[src/rtl/pc_stall_ctrl.sv]
// Next-PC and pipeline-hazard controller: picks pc+4, a branch redirect or a hold,
// and drives the matching IF/ID and ID/EX hold, flush and bubble strobes.
module pc_stall_ctrl #(
  parameter int          XLEN     = 32,
  parameter logic [31:0] RESET_PC = 32'd0,
  parameter int          SAT_W    = 16
) (
  input  logic            clk,
  input  logic            rst_n,
  input  logic [XLEN-1:0] pc,
  input  logic [4:0]      id_rs,
  input  logic [4:0]      id_rt,
  input  logic            id_uses_rs,
  input  logic            id_uses_rt,
  input  logic            ex_memread,
  input  logic [4:0]      ex_rt,
  input  logic            br_taken,
  input  logic [XLEN-1:0] br_target,
  input  logic            mc_start,
  input  logic [3:0]      mc_cycles,
  output logic            PCWrite,
  output logic [XLEN-1:0] nextpc,
  output logic            ifid_hold,
  output logic            ifid_flush,
  output logic            idex_hold,
  output logic            idex_bubble,
  output logic            exmem_bubble,
  output logic [SAT_W-1:0] stall_cycles
);

  typedef enum logic [1:0] {
    RUN    = 2'd0,
    LSTALL = 2'd1,
    MCBUSY = 2'd2
  } state_t;

  state_t           state_q, state_d;
  logic [3:0]       mc_cnt_q, mc_cnt_d;
  logic [SAT_W-1:0] stall_cycles_q, stall_cycles_d;

  logic            load_use_hit;
  logic [XLEN-1:0] pc_plus4;

  assign load_use_hit = ex_memread && (ex_rt != 5'd0) &&
                        ((id_uses_rs && (id_rs == ex_rt)) ||
                         (id_uses_rt && (id_rt == ex_rt)));
  assign pc_plus4 = pc + XLEN'(4);

  always_comb begin
    state_d      = state_q;
    mc_cnt_d     = mc_cnt_q;
    PCWrite      = 1'b0;
    nextpc       = pc_plus4;
    ifid_hold    = 1'b0;
    ifid_flush   = 1'b0;
    idex_hold    = 1'b0;
    idex_bubble  = 1'b0;
    exmem_bubble = 1'b0;

    if (!rst_n) begin
      PCWrite = 1'b1;
      nextpc  = XLEN'(RESET_PC);
    end else begin
      case (state_q)
        MCBUSY: begin
          PCWrite      = 1'b1;
          ifid_hold    = 1'b1;
          idex_hold    = 1'b1;
          exmem_bubble = 1'b1;
          // The entry cycle already stalled once, so the last busy cycle is the one at count 1.
          if (mc_cnt_q <= 4'd1) begin
            mc_cnt_d = 4'd0;
            state_d  = RUN;
          end else begin
            mc_cnt_d = mc_cnt_q - 4'd1;
          end
        end
        default: begin
          state_d = RUN;
          if (br_taken) begin
            nextpc      = br_target;
            ifid_flush  = 1'b1;
            idex_bubble = 1'b1;
          end else if (mc_start && (mc_cycles >= 4'd2)) begin
            PCWrite      = 1'b1;
            ifid_hold    = 1'b1;
            idex_hold    = 1'b1;
            exmem_bubble = 1'b1;
            mc_cnt_d     = mc_cycles - 4'd2;
            if (mc_cycles >= 4'd3) begin
              state_d = MCBUSY;
            end
          end else if (load_use_hit && (state_q == RUN)) begin
            // In LSTALL the bubble sits in EX, so the stale load must not re-trigger.
            PCWrite     = 1'b1;
            ifid_hold   = 1'b1;
            idex_bubble = 1'b1;
            state_d     = LSTALL;
          end
        end
      endcase
    end
  end

  always_comb begin
    stall_cycles_d = stall_cycles_q;
    if (PCWrite && (stall_cycles_q != {SAT_W{1'b1}})) begin
      stall_cycles_d = stall_cycles_q + SAT_W'(1);
    end
  end

  always_ff @(posedge clk or negedge rst_n) begin
    if (!rst_n) begin
      state_q        <= RUN;
      mc_cnt_q       <= 4'd0;
      stall_cycles_q <= '0;
    end else begin
      state_q        <= state_d;
      mc_cnt_q       <= mc_cnt_d;
      stall_cycles_q <= stall_cycles_d;
    end
  end

  assign stall_cycles = stall_cycles_q;

endmodule

[config.mk]
export PLATFORM = sky130hd
export DESIGN_NAME = pc_stall_ctrl
export DESIGN_NICKNAME = d
export VERILOG_FILES = /design/src/rtl/pc_stall_ctrl.sv
export SDC_FILE = /design/constraint.sdc
export NUM_CORES = 1
export LEC_CHECK = 0
export ABC_AREA = 0
export CORE_UTILIZATION = 34
export DETAILED_ROUTE_END_ITERATION = 10
export PLACE_DENSITY = 0.87
export SLEW_MARGIN = 30
export SYNTH_ARGS = -nofsm -noshare
export SYNTH_HDL_FRONTEND = slang
export SYNTH_SLANG_ARGS = --single-unit
export TNS_END_PERCENT = 1
[constraint.sdc]
create_clock -name clk -period 2.9 [get_ports clk]
set_input_delay 0.87 -clock clk [delete_from_list [all_inputs] [get_ports clk]]
set_output_delay 0.87 -clock clk [all_outputs]
set_load 0.03 [all_outputs]
### Word-level counts from Yosys, hierarchy flattened

Index checks and enable logic that the tools add are counted.

| word-level totals | value |
|---|---|
| register bits after elaboration | 22 |
| word-level logic and storage cells | 59 |

| cells by class | value |
|---|---|
| add/sub/neg operators | 4 |
| $lt $le $gt $ge | 3 |
| equality and inequality tests | 6 |
| muxes and demuxes | 30 |
| reduce and logical (&&, ||, !) cells | 13 |

Operators with widths:

| operator | number |
|---|---|
| 32-bit 2-to-1 mux | 3 |
| 32-bit by 3-bit adder with 32-bit output (second input constant) | 1 |
| 1-bit 2-to-1 mux | 18 |
| 16-bit by 1-bit adder with 16-bit output (second input constant) | 1 |
| 4-bit 2-to-1 mux | 4 |
| 16-bit != test (second input constant) | 1 |
| 5-bit equality test | 2 |
| 2-bit 2-to-1 mux | 5 |
| 4-bit by 2-bit greater-or-equal comparator with 1-bit output (second input constant) | 2 |
| 1-bit logical AND | 7 |
| 5-bit nonzero test | 1 |
| 4-bit by 1-bit <= comparator with 1-bit output (second input constant) | 1 |
| 4-bit by 1-bit subtractor with 4-bit output (second input constant) | 1 |
| 4-bit by 2-bit subtractor with 4-bit output (second input constant) | 1 |
| 3-bit AND reduction | 1 |
| 2-bit equality test (second input constant) | 1 |
| 2-bit logical NOT | 1 |
| 2-bit by 1-bit != test with 1-bit output (second input constant) | 1 |
| 2-bit != test (second input constant) | 1 |
| 2-bit AND reduction | 1 |
| 2-bit nonzero test | 1 |
| 1-bit logical OR | 1 |

### Depth between registers and ports, before layout

Gate-level depths: netlist of the first run.

| depth | value |
|---|---|
| depth in word-level cells | 11 |
| depth in mapped cells | 8 |
| gate-level depth less buffers | 7 |

### Worst setup path before layout of the first run

No wires, ideal clock.

| timing path | value |
|---|---|
| path type | input to output |
| start | in pc[2] |
| end | out nextpc[17] |
| arrival time | 2.509 ns |
| path slack | -0.479 ns |
| cell stages on the path | 6 |
| path through | and3_1 nand3_1 nor2_1 nand2_1 xor2_1 a211oi_1 |

| on the way | value |
|---|---|
| cells in the longest elaborated chain, start to end | 4 |

RTL lines:

| what | RTL line | RTL |
|---|---|---|
| start, declared | 10 | `input logic [XLEN-1:0] pc,` |
| 32-bit by 3-bit adder with 32-bit output * | 47 | `assign pc_plus4 = pc + XLEN'(4);` |
| 32-bit 2-to-1 mux | 80 | `if (br_taken) begin` |
| 32-bit 2-to-1 mux * | 64 | `case (state_q)` |
| 32-bit 2-to-1 mux * | 60 | `if (!rst_n) begin` |
| end, declared | 22 | `output logic [XLEN-1:0] nextpc,` |

Every way passes the cells marked *; elsewhere a longest branch is shown, timed or not.

### Final worst setup path of the first run

| timing path | value |
|---|---|
| start | in pc[6] |
| end | out nextpc[30] |

The elaborated chain is that of the path after synthesis.

==> impl_metrics.prom, run 1 <==
# TYPE chip_impl_metric gauge
chip_impl_metric{name="grt_antenna_before_repair",unit=""} 2
chip_impl_metric{name="clk_latency",unit="ns"} 0.27
chip_impl_metric{name="syn_to_final_growth",unit="%"} 106
chip_impl_metric{name="worst-path-max-fanout",unit=""} 4
chip_impl_metric{name="filler_cell_count",unit=""} 445
chip_impl_metric{name="post_route_cells_drive_above_1_share",unit="%"} 41.3
chip_impl_info{name="outcome",value="finished with violations"} 1
chip_impl_metric{name="max-cap-violations",unit=""} 0
chip_impl_metric{name="io_buffer_count",unit=""} 143
chip_impl_metric{name="synth_cell_types",unit=""} 42
chip_impl_metric{name="critical_path.max_stage_delay",unit="ns"} 0.23
chip_impl_metric{name="groute.usage.overall",unit="%"} 25.0
chip_impl_metric{name="clock.fmax",unit="MHz"} 315
chip_impl_metric{name="worst_ir_drop_vdd",unit="mV"} 0.660
chip_impl_metric{name="postSynthRegisterBits",unit=""} 22
chip_impl_metric{name="p_leak",unit="nW"} 2.00
chip_impl_metric{name="number_of_cells_produced_by_synthesis",unit=""} 294
chip_impl_metric{name="die_height",unit="um"} 83.2
chip_impl_metric{name="power_density",unit="mW/mm^2"} 553
chip_impl_metric{name="layout.core_utilization",unit="%"} 72.6
chip_impl_metric{name="setup_violations",unit=""} 25
chip_impl_metric{name="critPathRequiredTime",unit="ns"} 2.03
chip_impl_metric{name="initial_core_util",unit="%"} 35.3
chip_impl_info{name="postSynth.topFlopCell",value="sky130_fd_sc_hd__dfrtp_1"} 1
chip_impl_metric{name="first_global_vias",unit=""} 3186
chip_impl_info{name="grt_setup_unrepaired",value="true"} 1
chip_impl_metric{name="wire_per_inst",unit="um"} 15.2
chip_impl_metric{name="grt_pass1_wl",unit="mm"} 14.2
chip_impl_metric{name="clockBufferDepth",unit=""} 2
chip_impl_info{name="hp-class",value="reg -> reg"} 1
chip_impl_metric{name="slew_headroom",unit="%"} 56.9
chip_impl_metric{name="std_cell_rows",unit=""} 29
chip_impl_metric{name="placeableCoreArea",unit="mm^2"} 0.00635
chip_impl_metric{name="grt-ovfl-total",unit=""} 0
chip_impl_metric{name="tritoncts.num_buffers",unit=""} 3
chip_impl_metric{name="gpl.final_weighted_congestion",unit=""} 0.839
chip_impl_info{name="critical_path.cell_chain",value="buf_6 > and3_4 > nand4_1 > nor3_4 > buf_6 > nand4_1 > xor2_1 > a21oi_2 > buf_6"} 1
chip_impl_metric{name="synth-edff-count",unit=""} 0
chip_impl_metric{name="syn_nets",unit=""} 389
chip_impl_metric{name="critical_path_arrival",unit="ns"} 2.30
chip_impl_info{name="violations",value="negative setup slack"} 1
chip_impl_metric{name="die_w",unit="um"} 83.2
chip_impl_metric{name="max_slew.worst_pin.slew",unit="ns"} 0.641
chip_impl_info{name="tritoncts",value="built"} 1
chip_impl_metric{name="period_share",unit="%"} 109
chip_impl_metric{name="die-area",unit="mm^2"} 0.00692
chip_impl_info{name="worst_path_most_repeated_cell",value="sky130_fd_sc_hd__buf_6"} 1
chip_impl_metric{name="final-max-slew-violation-count",unit=""} 0
chip_impl_metric{name="num_vias",unit=""} 3040
chip_impl_metric{name="synth.avg_cell_area",unit="um^2"} 7.62
chip_impl_metric{name="routed_wirelength",unit="mm"} 8.82
chip_impl_metric{name="grt_start_max_net_pins",unit=""} 28
chip_impl_metric{name="synthesis.area",unit="mm^2"} 0.00224
chip_impl_metric{name="detail_route.drc_violations",unit=""} 0
chip_impl_metric{name="yosys_warnings",unit=""} 0
chip_impl_metric{name="synthArstFlopShare",unit="%"} 100
chip_impl_metric{name="nets",unit=""} 595
chip_impl_metric{name="post_cts_hold_buffer_count",unit=""} 0
chip_impl_metric{name="fin_ws",unit="ns"} -0.273
chip_impl_info{name="critical_path.slowest_cell",value="sky130_fd_sc_hd__nand4_1"} 1
chip_impl_metric{name="antenna_left",unit=""} 0
chip_impl_metric{name="top_level_ports",unit=""} 144
chip_impl_metric{name="first_pass_iters",unit=""} 4
chip_impl_metric{name="hpwlAfterDp",unit="mm"} 6.77
chip_impl_info{name="crit_type",value="in -> out"} 1
chip_impl_info{name="timing.critical_path.from_type",value="input port"} 1
chip_impl_metric{name="report.final.hold_viol_count",unit=""} 0
chip_impl_metric{name="clk_pin_slew_worst_paths",unit="ns"} 0.08
chip_impl_metric{name="numPlacedInstances",unit=""} 564
chip_impl_metric{name="drt-vias-per-instance",unit=""} 5.25
chip_impl_metric{name="cts_max_level",unit=""} 1
chip_impl_metric{name="reg2reg_setup_slack",unit="ns"} 0.83
chip_impl_metric{name="seq_area_frac_synth",unit="%"} 24.6
chip_impl_metric{name="layout_min_cycle_time",unit="ns"} 3.17
chip_impl_metric{name="cts_num_sinks",unit=""} 22
chip_impl_info{name="root_buffer",value="sky130_fd_sc_hd__clkbuf_8"} 1
chip_impl_metric{name="detail_route.iter0.violations",unit=""} 78
chip_impl_metric{name="post_place_worst_slack",unit="ns"} -0.900
chip_impl_info{name="endpoint_kind_of_the_worst_setup_timing_path",value="output pin"} 1
chip_impl_metric{name="fin_skew",unit="ns"} 0.00333
chip_impl_metric{name="stdcell_count",unit=""} 579
==> cells by family (layout without fill, tap and decap cells) <==
| logic type | after synthesis | in the layout | synth area share [%] |
|---|---|---|---|
| simple gates | 127 | 127 | 28.0 |
| buf+inv | 22 | 227 | 4.08 |
| mux | 3 | 3 | 1.51 |
| xor+xnor | 51 | 51 | 19.9 |
| other cells | 0 | 3 | 0 |
| compound gates | 64 | 64 | 19.1 |
| flops | 22 | 22 | 24.6 |
| fa+ha+maj | 5 | 5 | 2.79 |
==> cell usage after synthesis (5+ instances only) <==
cell	number	area share (%)
sky130_fd_sc_hd__xnor2_1	21	8.2
sky130_fd_sc_hd__ha_1	5	2.8
sky130_fd_sc_hd__nand3_1	12	2.7
sky130_fd_sc_hd__nand2_1	29	4.9
sky130_fd_sc_hd__a21oi_1	17	3.8
sky130_fd_sc_hd__inv_1	9	1.5
sky130_fd_sc_hd__xor2_1	30	12
sky130_fd_sc_hd__nor3_1	11	2.5
sky130_fd_sc_hd__and3_1	12	3.4
sky130_fd_sc_hd__nor2_1	33	5.5
sky130_fd_sc_hd__a211oi_1	19	6.4
sky130_fd_sc_hd__o21ai_0	12	2.7
sky130_fd_sc_hd__nand4_1	10	2.8
sky130_fd_sc_hd__dfrtp_1	22	25
sky130_fd_sc_hd__clkbuf_1	9	1.5
==> per-stage QoR <==
step / total power [W] / area, um^2 / hold WS [ns] / TNS, ns
6_report: 0.00255 / 4610 / 0.501 / -3.56
5_1_grt: 0.00269 / 4610 / 0.526 / -5.47
4_1_cts: 0.00253 / 4550 / 0.500 / -3.27
3_5_place_dp: 0.00216 / 4240 / 0.481 / -21.03
3_3_place_gp: 0.00210 / 4240 / 0.471 / -19.64
2_1_floorplan: 0.00145 / 2340 / 0.478 / -3.98
==> cell type report <==
cell class	count	area, um^2	area share [%]
clock buffers	3	41.3	0.896
flip-flops and latches	22	551	11.9
well taps	77	96.3	2.09
repair buffers	213	1900	41.1
inverters	10	41.3	0.896
multi-input cells	250	1950	42.2
diodes	3	7.51	0.163
clock inverters	1	30.0	0.651
==> per-layer routing <==
metal / up-vias / track usage, % / wire length [um]
met2: 123 / 49.6 / 4780
met5: - / 0 / 0
met4: 0 / 5.17 / 140
li1: 1472 / - / -
met3: 16 / 5.86 / 610
met1: 1429 / 26.3 / 3290
==> flip-flops by register name, summed over array words and instances, names as in the netlist <==
name	cells
mc_cnt_q	4
stall_cycles	16
state_q	2
==> where the power goes <==
part	total (W)	internal (W)	leakage, nW	switching (W)
sequential	0.000572	0.000431	0.256	0.000141
clock	0.000290	0.000184	0.0357	0.000105
combinational	0.00169	0.000772	1.71	0.000914
==> final timing paths <==
path,startpoint,to,cells past startpoint
min in group asynchronous,rst_n,state_q[0],2
max in group asynchronous,rst_n,mc_cnt_q[0],3
worst min register to register,stall_cycles[7],stall_cycles[7],1
worst max register to register,state_q[0],stall_cycles[14],7
worst min-delay path,stall_cycles[7],stall_cycles[7],1
worst max-delay path,pc[6],nextpc[30],9
==> worst max-delay path: cells and delay by family <==
| family | cells | cell delay, ns |
|---|---|---|
| buffers and inverters | 3 | 0.34 |
| AOI/OAI and AO/OA | 1 | 0.14 |
| and+or+nand+nor | 4 | 0.75 |
| xor gates and xnor gates | 1 | 0.19 |
==> repair_timing <==
action                     4_1_cts  5_1_grt
buffers inserted                 7        0
pin swaps                       55       12
gates cloned                     1        0
resized for setup              217       10
setup endpoints to repair       38       32
==> layout by cell type (no fill, tap or decap), types with 4 or more instances in the layout <==
master	count
sky130_fd_sc_hd__a211oi_2	16
sky130_fd_sc_hd__a21oi_1	8
sky130_fd_sc_hd__a21oi_2	8
sky130_fd_sc_hd__and3_1	7
sky130_fd_sc_hd__and3_4	5
sky130_fd_sc_hd__buf_12	4
sky130_fd_sc_hd__buf_2	19
sky130_fd_sc_hd__buf_4	88
sky130_fd_sc_hd__buf_6	26
sky130_fd_sc_hd__clkdlybuf4s15_1	8
sky130_fd_sc_hd__clkdlybuf4s50_1	54
sky130_fd_sc_hd__dfrtp_1	22
sky130_fd_sc_hd__dlygate4sd2_1	13
sky130_fd_sc_hd__ha_1	4
sky130_fd_sc_hd__inv_1	8
sky130_fd_sc_hd__nand2_1	27
sky130_fd_sc_hd__nand3_1	8
sky130_fd_sc_hd__nand4_1	10
sky130_fd_sc_hd__nor2_1	29
sky130_fd_sc_hd__nor3_1	9
sky130_fd_sc_hd__o21ai_0	12
sky130_fd_sc_hd__xnor2_1	15
sky130_fd_sc_hd__xnor2_2	6
sky130_fd_sc_hd__xor2_1	29
No activity file was read; power rests on OpenSTA's default activity.
==> run 2: changes to the inputs <==
--- a/config.mk
+++ b/config.mk
@@ -8,9 +8,9 @@
 export ABC_AREA = 0
 export CORE_UTILIZATION = 34
 export DETAILED_ROUTE_END_ITERATION = 10
-export PLACE_DENSITY = 0.87
+export PLACE_DENSITY = 0.76
+export REMOVE_ABC_BUFFERS = 1
 export SLEW_MARGIN = 30
 export SYNTH_ARGS = -nofsm -noshare
 export SYNTH_HDL_FRONTEND = slang
 export SYNTH_SLANG_ARGS = --single-unit
-export TNS_END_PERCENT = 1
==> run 2 against run 1 <==
Net effect:
- the flow still finishes with violations (negative setup slack)
- cell count grew 1.2%
- via count grew 1.8%
- sequential cell count is the same
- cell area grew 2.0%
- critical path depth shrank 1
- global-route usage grew 0.28 points
- highest routed layer unchanged
- die area is the same
- first-iteration DRC count shrank 22%
- wire length grew 0.14%
- total power grew 0.15%
- fmax grew 0.31%
==> impl_metrics.prom, run 2 (synthesis results as in run 1) <==
# TYPE chip_impl_metric gauge
chip_impl_metric{name="power_density",unit="mW/mm^2"} 543
chip_impl_metric{name="initial_core_util",unit="%"} 35.3
chip_impl_metric{name="setup_violations",unit=""} 26
chip_impl_metric{name="worst-path-max-fanout",unit=""} 2
chip_impl_metric{name="placeableCoreArea",unit="mm^2"} 0.00635
chip_impl_metric{name="slew_headroom",unit="%"} 54.2
chip_impl_metric{name="clk_pin_slew_worst_paths",unit="ns"} 0.08
chip_impl_metric{name="detail_route.iter0.violations",unit=""} 61
chip_impl_metric{name="grt_antenna_before_repair",unit=""} 0
chip_impl_info{name="endpoint_kind_of_the_worst_setup_timing_path",value="output pin"} 1
chip_impl_metric{name="tritoncts.num_buffers",unit=""} 3
chip_impl_metric{name="layout.core_utilization",unit="%"} 74.0
chip_impl_info{name="outcome",value="finished with violations"} 1
chip_impl_metric{name="grt_start_max_net_pins",unit=""} 26
chip_impl_metric{name="worstHoldPathCells",unit=""} 1
chip_impl_info{name="top_library_cells_by_usage_in_the_layout_fill_and_taps_aside",value="sky130_fd_sc_hd__buf_4, sky130_fd_sc_hd__clkdlybuf4s50_1, sky130_fd_sc_hd__xor2_1, sky130_fd_sc_hd__nor2_1, sky130_fd_sc_hd__buf_6"} 1
chip_impl_info{name="critical_path.slowest_cell",value="sky130_fd_sc_hd__clkdlybuf4s50_1"} 1
chip_impl_metric{name="grt_pass1_wl",unit="mm"} 14.5
chip_impl_info{name="hp-class",value="reg -> reg"} 1
chip_impl_metric{name="routed_wirelength",unit="mm"} 8.83
chip_impl_metric{name="reg2reg_setup_slack",unit="ns"} 0.58
chip_impl_metric{name="detail_route.drc_violations",unit=""} 0
chip_impl_metric{name="drt-vias-per-instance",unit=""} 5.28
chip_impl_metric{name="critical_path.max_stage_delay",unit="ns"} 0.46
chip_impl_info{name="critical_path.cell_chain",value="clkdlybuf4s50_1 > nand2_1 > o22ai_1 > buf_4 > nand2b_4 > a211o_1 > a21oi_1 > buf_4"} 1
chip_impl_metric{name="clk_latency",unit="ns"} 0.26
chip_impl_metric{name="cts_num_sinks",unit=""} 22
chip_impl_metric{name="critical_path_arrival",unit="ns"} 2.29
chip_impl_metric{name="first_pass_iters",unit=""} 4
chip_impl_metric{name="postPlaceCellArea",unit="mm^2"} 0.00415
chip_impl_info{name="crit_type",value="in -> out"} 1
chip_impl_metric{name="report.final.hold_viol_count",unit=""} 0
chip_impl_metric{name="gpl.final_weighted_congestion",unit=""} 0.857
chip_impl_metric{name="clockBufferDepth",unit=""} 2
chip_impl_metric{name="filler_cell_count",unit=""} 485
chip_impl_metric{name="die-area",unit="mm^2"} 0.00692
chip_impl_info{name="timing.hold.worst_endpoint",value="stall_cycles[10]"} 1
chip_impl_metric{name="die_height",unit="um"} 83.2
chip_impl_metric{name="die_w",unit="um"} 83.2
chip_impl_metric{name="period_share",unit="%"} 109
chip_impl_metric{name="max_slew.worst_pin.slew",unit="ns"} 0.681
chip_impl_metric{name="nets",unit=""} 605
chip_impl_metric{name="wire_per_inst",unit="um"} 15.1
chip_impl_info{name="violations",value="negative setup slack"} 1
chip_impl_metric{name="stdcell_count",unit=""} 586
chip_impl_metric{name="fin_area",unit="mm^2"} 0.00470
chip_impl_info{name="reg2reg_from",value="state_q[0]"} 1
chip_impl_metric{name="flip_flop_count_of_the_largest_register_after_layout",unit=""} 16
chip_impl_metric{name="numPlacedInstances",unit=""} 567
chip_impl_metric{name="critPathRequiredTime",unit="ns"} 2.03
chip_impl_info{name="root_buffer",value="sky130_fd_sc_hd__clkbuf_8"} 1
chip_impl_metric{name="insertedDiodeCount",unit=""} 0
chip_impl_metric{name="final-max-slew-violation-count",unit=""} 0
chip_impl_metric{name="clock.fmax",unit="MHz"} 316
chip_impl_info{name="worst_path_most_repeated_cell",value="sky130_fd_sc_hd__buf_4"} 1
chip_impl_metric{name="syn_to_final_growth",unit="%"} 110
chip_impl_metric{name="layout_min_cycle_time",unit="ns"} 3.16
chip_impl_metric{name="grt-ovfl-total",unit=""} 0
chip_impl_metric{name="hold_slack",unit="ns"} 0.495
chip_impl_metric{name="groute.usage.overall",unit="%"} 25.3
chip_impl_metric{name="worst_ir_drop_vdd",unit="mV"} 0.453
chip_impl_info{name="tritoncts",value="built"} 1
chip_impl_metric{name="top_level_ports",unit=""} 144
chip_impl_info{name="timing.critical_path.from_type",value="input port"} 1
chip_impl_metric{name="first_global_vias",unit=""} 3181
chip_impl_metric{name="io_buffer_count",unit=""} 143
chip_impl_metric{name="std_cell_rows",unit=""} 29
chip_impl_info{name="grt_setup_unrepaired",value="true"} 1
chip_impl_metric{name="fin_skew",unit="ns"} 0.00143
chip_impl_info{name="layout_commonest_cell",value="sky130_fd_sc_hd__buf_4"} 1
chip_impl_metric{name="p_leak",unit="nW"} 2.04
chip_impl_metric{name="max-cap-violations",unit=""} 0
chip_impl_metric{name="r2r_cells",unit=""} 7
chip_impl_metric{name="cts_max_level",unit=""} 1
chip_impl_metric{name="num_vias",unit=""} 3095
chip_impl_metric{name="fin_ws",unit="ns"} -0.264
chip_impl_info{name="hold_path.startpoint",value="stall_cycles[10]"} 1
chip_impl_metric{name="post_route_cells_drive_above_1_share",unit="%"} 43.8
chip_impl_info{name="ff_to_ff_end",value="stall_cycles[14]"} 1
chip_impl_metric{name="hpwlAfterDp",unit="mm"} 6.48
chip_impl_metric{name="antenna_left",unit=""} 0
run 2: cell type report:
class / count / area, um^2 / area share (%)
Timing Repair Buffer: 223 / 1970 / 41.9
Clock inverter: 1 / 30.0 / 0.639
Clock buffer: 3 / 41.3 / 0.878
Inverter: 10 / 40.0 / 0.852
Tap cell: 77 / 96.3 / 2.05
Sequential cell: 22 / 551 / 11.7
Multi-Input combinational cell: 250 / 1970 / 41.9
run 2: power by group:
group | total [W] | switching (W) | internal [W] | leakage [nW]
Clock | 0.000287 | 0.000103 | 0.000184 | 0.0357
Combinational | 0.00169 | 0.000920 | 0.000771 | 1.75
Sequential | 0.000574 | 0.000143 | 0.000431 | 0.256
Total | 0.00255 | 0.00117 | 0.00139 | 2.04
run 2: stage by stage:
| step | setup WS (ns) | TNS (ns) | power (W) |
|---|---|---|---|
| 3_5_place_dp | -0.929 | -20.75 | 0.00212 |
| 3_3_place_gp | -0.893 | -19.64 | 0.00208 |
| 5_1_grt | -0.377 | -6.43 | 0.00271 |
| 2_1_floorplan | -0.733 | -21.45 | 0.00139 |
| 4_1_cts | -0.200 | -2.79 | 0.00252 |
| 6_report | -0.264 | -4.18 | 0.00255 |
run 2: worst max path at each step:
stage | slack [ns] | from | end | cells past startpoint
finish | -0.26 | id_uses_rt | idex_bubble | 8
global route | -0.38 | pc[5] | nextpc[30] | 9
floorplan | -0.73 | br_taken | nextpc[11] | 3
detailed placement | -0.93 | ex_rt[2] | PCWrite | 7
CTS | -0.20 | pc[6] | nextpc[30] | 9
global placement | -0.89 | ex_rt[2] | PCWrite | 7
run 2: per-layer routing:
layer,global-route usage (%),wire (um),up-vias,share of wire [%]
met3,5.77,496,28,5.6
met2,47.9,4650,117,53
met5,0,0,-,0
met1,27.3,3390,1461,38
met4,8.31,295,0,3.3
li1,-,-,1489,-
run 2: worst max-delay path, delay by kind of cell:
kind / cells / cell delay (ns)
AOI/OAI and AO/OA: 3 / 0.52
buffers and inverters: 3 / 0.79
and+or+nand+nor: 2 / 0.11
run 2: repair_timing:
action                                  in CTS  in global routing
setup buffers                               10                  5
hold buffers                                 0                  0
endpoints found under the setup margin      38                 31
gates resized for setup                    234                 30
gates cloned                                 1                  0
hold endpoints to repair                     0                  0
pin swaps                                   73                 34
